<file path="src/rtl/zcomp_pipe.sv">
// zcomp_pipe -- two-stage valid/ready Z comparator with per-lane write inhibit.
//
// Compares LANES unsigned source-Z values against destination-Z values and
// applies the 3-bit Z mode to produce a per-lane inhibit mask. A saturating
// counter accumulates the number of inhibited lanes.
//
// Ports:
//   sys_clk    in   clock, all state on rising edge
//   reset      in   asynchronous active-high reset
//   in_valid   in   input beat present
//   in_ready   out  input beat accepted when in_valid & in_ready
//   srcz       in   source Z, lane n at [n*ZW +: ZW]
//   dstz       in   destination Z, same packing
//   lane_en    in   lane enable mask
//   zmode      in   bit0 inhibit src<dst, bit1 src==dst, bit2 src>dst
//   out_valid  out  result beat present
//   out_ready  in   result consumed when out_valid & out_ready
//   zinh       out  per-lane inhibit (1 = write inhibited)
//   zall       out  all enabled lanes inhibited and lane_en non-zero
//   cnt_clr    in   synchronous clear of inh_cnt (wins over increment)
//   inh_cnt    out  saturating count of inhibited lanes
module zcomp_pipe #(
  parameter int unsigned LANES = 4,
  parameter int unsigned ZW    = 16,
  parameter int unsigned CNTW  = 24
) (
  input  logic                  sys_clk,
  input  logic                  reset,
  input  logic                  in_valid,
  output logic                  in_ready,
  input  logic [LANES*ZW-1:0]   srcz,
  input  logic [LANES*ZW-1:0]   dstz,
  input  logic [LANES-1:0]      lane_en,
  input  logic [2:0]            zmode,
  output logic                  out_valid,
  input  logic                  out_ready,
  output logic [LANES-1:0]      zinh,
  output logic                  zall,
  input  logic                  cnt_clr,
  output logic [CNTW-1:0]       inh_cnt
);

  localparam int unsigned PCW = $clog2(LANES + 1);
  localparam int unsigned SW  = CNTW + 1;

  // Stage A: compare flags plus the beat's own lane mask and mode
  logic             a_vld_q, a_vld_d;
  logic [LANES-1:0] a_gt_q, a_gt_d;
  logic [LANES-1:0] a_eq_q, a_eq_d;
  logic [LANES-1:0] a_lt_q, a_lt_d;
  logic [LANES-1:0] a_en_q;
  logic [2:0]       a_mode_q;

  // Stage B: final inhibit mask
  logic             b_vld_q, b_vld_d;
  logic [LANES-1:0] zinh_q, zinh_d;
  logic             zall_q, zall_d;

  logic [CNTW-1:0]  cnt_q, cnt_d;

  logic             a_ready, b_ready, a_load, b_load;
  logic [PCW-1:0]   pop;
  logic [SW-1:0]    sum;

  assign b_ready  = ~b_vld_q | out_ready;
  assign a_ready  = ~a_vld_q | b_ready;
  assign in_ready = a_ready;
  assign a_load   = in_valid & a_ready;
  assign b_load   = a_vld_q & b_ready;

  assign out_valid = b_vld_q;
  assign zinh      = zinh_q;
  assign zall      = zall_q;
  assign inh_cnt   = cnt_q;

  // Per-lane unsigned magnitude compare on the incoming beat
  always_comb begin
    a_gt_d = '0;
    a_eq_d = '0;
    a_lt_d = '0;
    for (int unsigned i = 0; i < LANES; i++) begin
      a_gt_d[i] = srcz[i*ZW +: ZW] >  dstz[i*ZW +: ZW];
      a_eq_d[i] = srcz[i*ZW +: ZW] == dstz[i*ZW +: ZW];
      a_lt_d[i] = srcz[i*ZW +: ZW] <  dstz[i*ZW +: ZW];
    end
  end

  // Valid tracking: a stage stays full only while the stage after it stalls
  always_comb begin
    a_vld_d = a_load | (a_vld_q & ~b_ready);
    b_vld_d = b_load | (b_vld_q & ~out_ready);
  end

  // Mode application uses the mode captured with the beat, not the live input
  always_comb begin
    zinh_d = a_en_q & ((a_lt_q & {LANES{a_mode_q[0]}}) |
                       (a_eq_q & {LANES{a_mode_q[1]}}) |
                       (a_gt_q & {LANES{a_mode_q[2]}}));
    zall_d = (a_en_q != '0) && (zinh_d == a_en_q);
  end

  // Saturating inhibit counter, bumped on the same edge stage B loads
  always_comb begin
    pop = '0;
    for (int unsigned i = 0; i < LANES; i++) begin
      pop = pop + PCW'(zinh_d[i]);
    end
    sum   = {1'b0, cnt_q} + SW'(pop);
    cnt_d = cnt_q;
    if (cnt_clr) begin
      cnt_d = '0;
    end else if (b_load) begin
      cnt_d = sum[CNTW] ? '1 : sum[CNTW-1:0];
    end
  end

  always_ff @(posedge sys_clk or posedge reset) begin
    if (reset) begin
      a_vld_q  <= 1'b0;
      a_gt_q   <= '0;
      a_eq_q   <= '0;
      a_lt_q   <= '0;
      a_en_q   <= '0;
      a_mode_q <= '0;
      b_vld_q  <= 1'b0;
      zinh_q   <= '0;
      zall_q   <= 1'b0;
      cnt_q    <= '0;
    end else begin
      a_vld_q <= a_vld_d;
      b_vld_q <= b_vld_d;
      cnt_q   <= cnt_d;
      if (a_load) begin
        a_gt_q   <= a_gt_d;
        a_eq_q   <= a_eq_d;
        a_lt_q   <= a_lt_d;
        a_en_q   <= lane_en;
        a_mode_q <= zmode;
      end
      if (b_load) begin
        zinh_q <= zinh_d;
        zall_q <= zall_d;
      end
    end
  end

endmodule

</file>
<file path="config.mk">
export PLATFORM = sky130hd
export DESIGN_NAME = zcomp_pipe
export DESIGN_NICKNAME = d
export VERILOG_FILES = /design/src/rtl/zcomp_pipe.sv
export SDC_FILE = /design/constraint.sdc
export NUM_CORES = 1
export LEC_CHECK = 0
export ABC_AREA = 1
export CORE_UTILIZATION = 41
export DETAILED_ROUTE_END_ITERATION = 8
export GPL_ROUTABILITY_DRIVEN = 1
export PLACE_DENSITY_LB_ADDON = 0.15
export RECOVER_POWER = 50
export SLEW_MARGIN = 20
export SYNTH_ARGS = -nofsm -noshare
export SYNTH_HDL_FRONTEND = slang
export SYNTH_SLANG_ARGS = --single-unit
export TNS_END_PERCENT = 50
</file>
<file path="constraint.sdc">
create_clock -name sys_clk -period 3.1 [get_ports sys_clk]
set_clock_uncertainty 0.15 [all_clocks]
set_input_delay 0.62 -clock sys_clk [delete_from_list [all_inputs] [get_ports sys_clk]]
set_output_delay 0.62 -clock sys_clk [all_outputs]
set_load 0.02 [all_outputs]
</file>
# Word-level counts from Yosys, hierarchy flattened
# Cells that the tools add are included.
[classes]
n_addsub = 4
magnitude_cmp = 8
eq_ne = 5
mux = 3
bitwise_logic = 18
reduce_logical = 3
[op_table]
columns = ["cell", "n"]
rows = [
  ["$mux 24", 3],
  ["$eq 16x16->1", 4],
  ["$gt 16x16->1", 4],
  ["$lt 16x16->1", 4],
  ["$add 24x3->25", 1],
  ["$and 4x4->4", 4],
  ["$or 4x4->4", 2],
  ["$and 1x1->1", 4],
  ["$eq 4x4->1", 1],
  ["$not 1->1", 4],
  ["$or 1x1->1", 4],
  ["$reduce_bool 4->1", 1],
  ["$add 2x1->3", 1],
  ["$add 3x1->3", 1],
  ["$add 1x1->2", 1],
  ["$reduce_bool 2->1", 1],
  ["$logic_and 1x1->1", 1],
]
[word_totals]
reg_bits = 50
inputBits = 140
output_inout_bits = 31
word_cells = 51

# Logic depth before layout (Yosys ltp)
[depth]
ltp_word = 11
depth_mapped = 18
ltp_nobuf = 18

# Worst setup path after synthesis
# OpenSTA, ideal clock, no wires.
[synth_timing]
kind = "register -> register"
startpoint = "register a_mode_q[2]"
endpoint = "register cnt_q[11] (netlist: inh_cnt[11])"
setup_time_ns = 0.065
arrival_ns = 2.707
required_ns = 2.885
setup_slack_ns = 0.178
stages_incl_launch_ff = 19
path_buffers = 1
period_less_slack_ns = 2.922
cell_sequence = "dfrtp_1 nand2_1 nand3_1 nand2_1 inv_1 fa_1 inv_1 fa_1 inv_1 fa_1 nand2_2 nor2_4 nand2_4 nor2_4 nand3_4 buf_6 nand3_1 nand2_1 nand2_1"
[synth_between]
elab_chain_len = 10
[synth_lines]
columns = ["element", "line_no", "rtl"]
rows = [
  ["start, declared", "52", "logic [2:0] a_mode_q;"],
  ["start signal, assigned", "138", "a_mode_q <= zmode;"],
  ["$and 4x4->4", "98", "(a_gt_q & {LANES{a_mode_q[2]}}));"],
  ["$or 4x4->4", "97", "(a_eq_q & {LANES{a_mode_q[1]}}) |"],
  ["$and 4x4->4", "96", "zinh_d = a_en_q & ((a_lt_q & {LANES{a_mode_q[0]}}) |"],
  ["via zinh_d[0]", "56", "logic [LANES-1:0] zinh_q, zinh_d;"],
  ["$add 1x1->2", "106", "pop = pop + PCW'(zinh_d[i]);"],
  ["$add 2x1->3", "106", ""],
  ["$add 3x1->3", "106", ""],
  ["$add 24x3->25", "108", "sum = {1'b0, cnt_q} + SW'(pop);"],
  ["$mux 24", "113", "cnt_d = sum[CNTW] ? '1 : sum[CNTW-1:0];"],
  ["$mux 24", "112", "end else if (b_load) begin"],
  ["$mux 24", "110", "if (cnt_clr) begin"],
  ["end signal, assigned", "132", "cnt_q <= cnt_d;"],
  ["end, declared", "59", "logic [CNTW-1:0] cnt_q, cnt_d;"],
]
# The timed path passes the listed nets, and every way through them passes these cells. The select of a mux whose other input is x is not followed.
# A chain may end at the register's enable or synchronous reset.

# Worst setup path after layout
[layout_timing]
startpoint = "register a_mode_q[0]"
endpoint = "register cnt_q[13] (netlist: inh_cnt[13])"
[layout_between]
word_cells_on_any_way = 11
classes_between = "4 x add/sub; 3 x mux; 4 x bitwise"
[layout_rtl]
columns = ["element", "line_no"]
rows = [
  ["$and 4x4->4", "96"],
  ["$or 4x4->4", "96"],
  ["$or 4x4->4", "97"],
  ["$and 4x4->4", "96"],
  ["via zinh_d[2]", "56"],
  ["$add 2x1->3", "106"],
  ["$add 3x1->3", "106"],
  ["$add 24x3->25", "108"],
  ["$mux 24", "113"],
  ["$mux 24", "112"],
  ["$mux 24", "110"],
]
# The timed path passes the listed nets, and every way through them passes these cells. The select of a mux whose other input is x is not followed.

==> reports/qor.yml <==
status:
  status: "complete, no violations"
timing:
  fmax_mhz: 324
  timing.final.crit_share: 0.996
  maxSlewHeadroom: 0.228
  finalCriticalPeriod_ns: 3.09
  setup_viol: 0
  whs_ns: 0.353
  slew_viol_final: 0
  rsz0062_at_grt: "yes"
  fin_ws_ns: 0.0119
  worstMarginPinSlew_ns: 1.16
  hold_violations: 0
drt:
  drc: 0
  wl_per_cell_um: 12.2
  via_per_inst: 4.92
  num_vias: 4842
  drt_wl_total_um: 12000
  drtAntennaViolNets: 0
  drtIter0Drc: 189
  drtPass1Iterations: 4
power_and_ir_drop:
  p_sw_uw: 601
  vdd_drop_max_uv: 190
  p_int_mw: 1.23
  swShare: 0.327
  leakagePower_nw: 3.50
  clkPwrFrac: 0.224
  combPwrFrac: 0.364
  power_mw: 1.84
  p_seq_frac: 0.412
  power.density_nw_per_um2: 274
worst_hold_path:
  worst_hold_path_type: "flip-flop to flip-flop"
floorplanning:
  row_count: 37
  core_area_um2: 10500
  start_util: 0.430
  die_area_um2: 11400
  die_w_um: 107
  fp.dieH_um: 107
  io_pins: 171
clock_network:
  clkTransAtPathRegs_ns: 0.11
  root_buffer: "clkbuf_8"
  cts_buffer_depth: 2
  clk-insertion-delay-late_ns: 0.31
  numCtsBuffers: 5
  htree_levels: 2
  cts.sinks: 50
  cts_tree: "yes"
yosys:
  syn_avg_cell_area_um2: 6.88
  ys_warn_count: 0
  ys_top_cells_by_area: "dfrtp_1 28%, nand2_1 18%, ha_1 18%"
  syn-instance-count: 657
  ys_seq_area_frac: 0.277
  ys_ff_latch: 50
  syn-num-nets: 865
  netlist_area_um2: 4520
  synth_top_area_cell: "dfrtp_1"
  netlist.area_leader.share: 0.277
  synth_cell_type_count: 30
final_layout:
  final_common_cell: "nand2_1"
  final_cell_mix: "211 x nand2_1, 168 x clkdlybuf4s50_1, 109 x inv_1"
  antenna_cells: 0
  nFillCells: 940
  areaGrowthSynthToFinish_pct: 48.2
  fin_nets: 1055
  final_layout_size_suffix_gt1_frac: 0.0790
critical_path:
  worstPathArrival_ns: 3.19
  cp-start-kind: "flip-flop"
  cp_max_fo: 7
  worstPathRequired_ns: 3.20
  worstSetupEndpointType: "flip-flop"
  r2r_setup_slack_ns: 0.01
  path_class: "flip-flop to flip-flop"
global_routing:
  grt_max_degree: 31
  gr-total-overflow: 0
  grt_pass1_wl_um: 20400
  antenna_found_initial: 0
  grt_pass1_vias: 4967
  grt_usage: 0.216
flow_run:
  drv_cap: 0
placed_design:
  dp_hpwl_um: 9910
  gp_congestion: 0.907
  dp_slack_ns: -0.00659
  portBuffers: 170
==> area by class of cell <==
| type | count | area (um2) | area share |
|---|---|---|---|
| clock inverters | 3 | 28.8 | 0.00430 |
| well taps | 136 | 170 | 0.0254 |
| repair buffers | 190 | 1880 | 0.281 |
| flip-flops and latches | 50 | 1250 | 0.187 |
| inverters | 116 | 435 | 0.0650 |
| multi-input cells | 484 | 2860 | 0.427 |
| clock buffers | 5 | 68.8 | 0.0103 |
==> registers in the layout, summed over array words and instances, names as in the netlist <==
signal,count
a_mode_q,3
a_eq_q,4
out_valid,1
inh_cnt,24
zinh,4
a_gt_q,4
a_lt_q,4
a_vld_q,1
zall,1
a_en_q,4
==> final timing paths <==
check | from | to | cells past startpoint
max in group asynchronous | reset | inh_cnt[2]$_DFFE_PP0P_ | 3
max reg2reg | a_mode_q[0]$_DFFE_PP0P_ | inh_cnt[13]$_DFFE_PP0P_ | 18
min in group asynchronous | reset | a_en_q[1]$_DFFE_PP0P_ | 2
min | a_gt_q[0]$_DFFE_PP0P_ | a_gt_q[0]$_DFFE_PP0P_ | 2
max | a_mode_q[0]$_DFFE_PP0P_ | inh_cnt[13]$_DFFE_PP0P_ | 18
min reg2reg | a_gt_q[0]$_DFFE_PP0P_ | a_gt_q[0]$_DFFE_PP0P_ | 2
==> power groups by stage <==
stage / registers [mW] / clock network (mW) / logic [mW]
2_1_floorplan: 0.780 / 0 / 0.301
3_3_place_gp: 0.764 / 0 / 0.632
3_5_place_dp: 0.765 / 0 / 0.652
4_1_cts: 0.753 / 0.415 / 0.654
5_1_grt: 0.764 / 0.439 / 0.760
6_report: 0.756 / 0.411 / 0.669
==> timing repair <==
item	CTS	global route
gates resized for setup	0	34
hold buffers	0	0
endpoints found under the setup margin	17	24
pin swaps	0	26
setup buffers	2	3
gates cloned	0	1
==> cell families after synthesis <==
logic type / Yosys count / synth area share
xor gates and xnor gates: 1 / 0.00194
AOI/OAI and AO/OA: 83 / 0.112
buffers and inverters: 123 / 0.105
adders and majority gates: 68 / 0.193
DFF: 50 / 0.277
and+or+nand+nor: 332 / 0.311
==> metal layers <==
metal  vias to the layer above  share of wire  GRT usage
li1                       2482              -          -
met1                      2188           0.40      0.244
met2                       148           0.52      0.413
met3                        24          0.053     0.0365
met4                         0          0.021     0.0587
met5                         -              0          0
==> per-stage QoR <==
step	util	area (um2)	cells	setup TNS, ns
floorplan	-	4520	657	0
global placement	0.614	6460	970	0
detailed placement	0.614	6460	970	-0.0129
CTS	0.626	6580	980	0
global route	0.637	6700	984	-2.83
finish	0.637	6700	984	0
==> worst max-delay path: stages (launching register included) <==
cell and delay, ns:
dfrtp_1 0.43, nand2_1 0.10, nand3_2 0.10, nand2_2 0.09
inv_2 0.04, fa_1 0.51, inv_2 0.04, fa_2 0.35
inv_2 0.08, fa_2 0.23, nand2_4 0.07, nor2_4 0.14
nand2_4 0.08, nor2_4 0.12, nand3_4 0.12, clkbuf_16 0.20
o31ai_4 0.06, nand2_2 0.06, nand2_1 0.06
==> synthesized netlist by cell type <==
cell and instances:
ha_1 65, nor2_1 42, o21ai_0 25, nor2_2 2, nand4_1 9, nand2_1 218
buf_6 1, buf_2 2, nand3b_1 2, fa_1 3, nand2_2 3, nand2_4 1
nor3_2 1, buf_4 1, a21oi_1 31, xnor2_1 1, nor2_4 2, nand3_1 39
nor3_4 1, nor3_1 11, nand3_4 1, dfrtp_1 50, clkinv_1 2, o21a_1 4
inv_1 114, o31ai_4 1, o21bai_1 8, clkbuf_1 3, o21ai_2 6, o211ai_1 8
(Power assumes the default switching activity.)
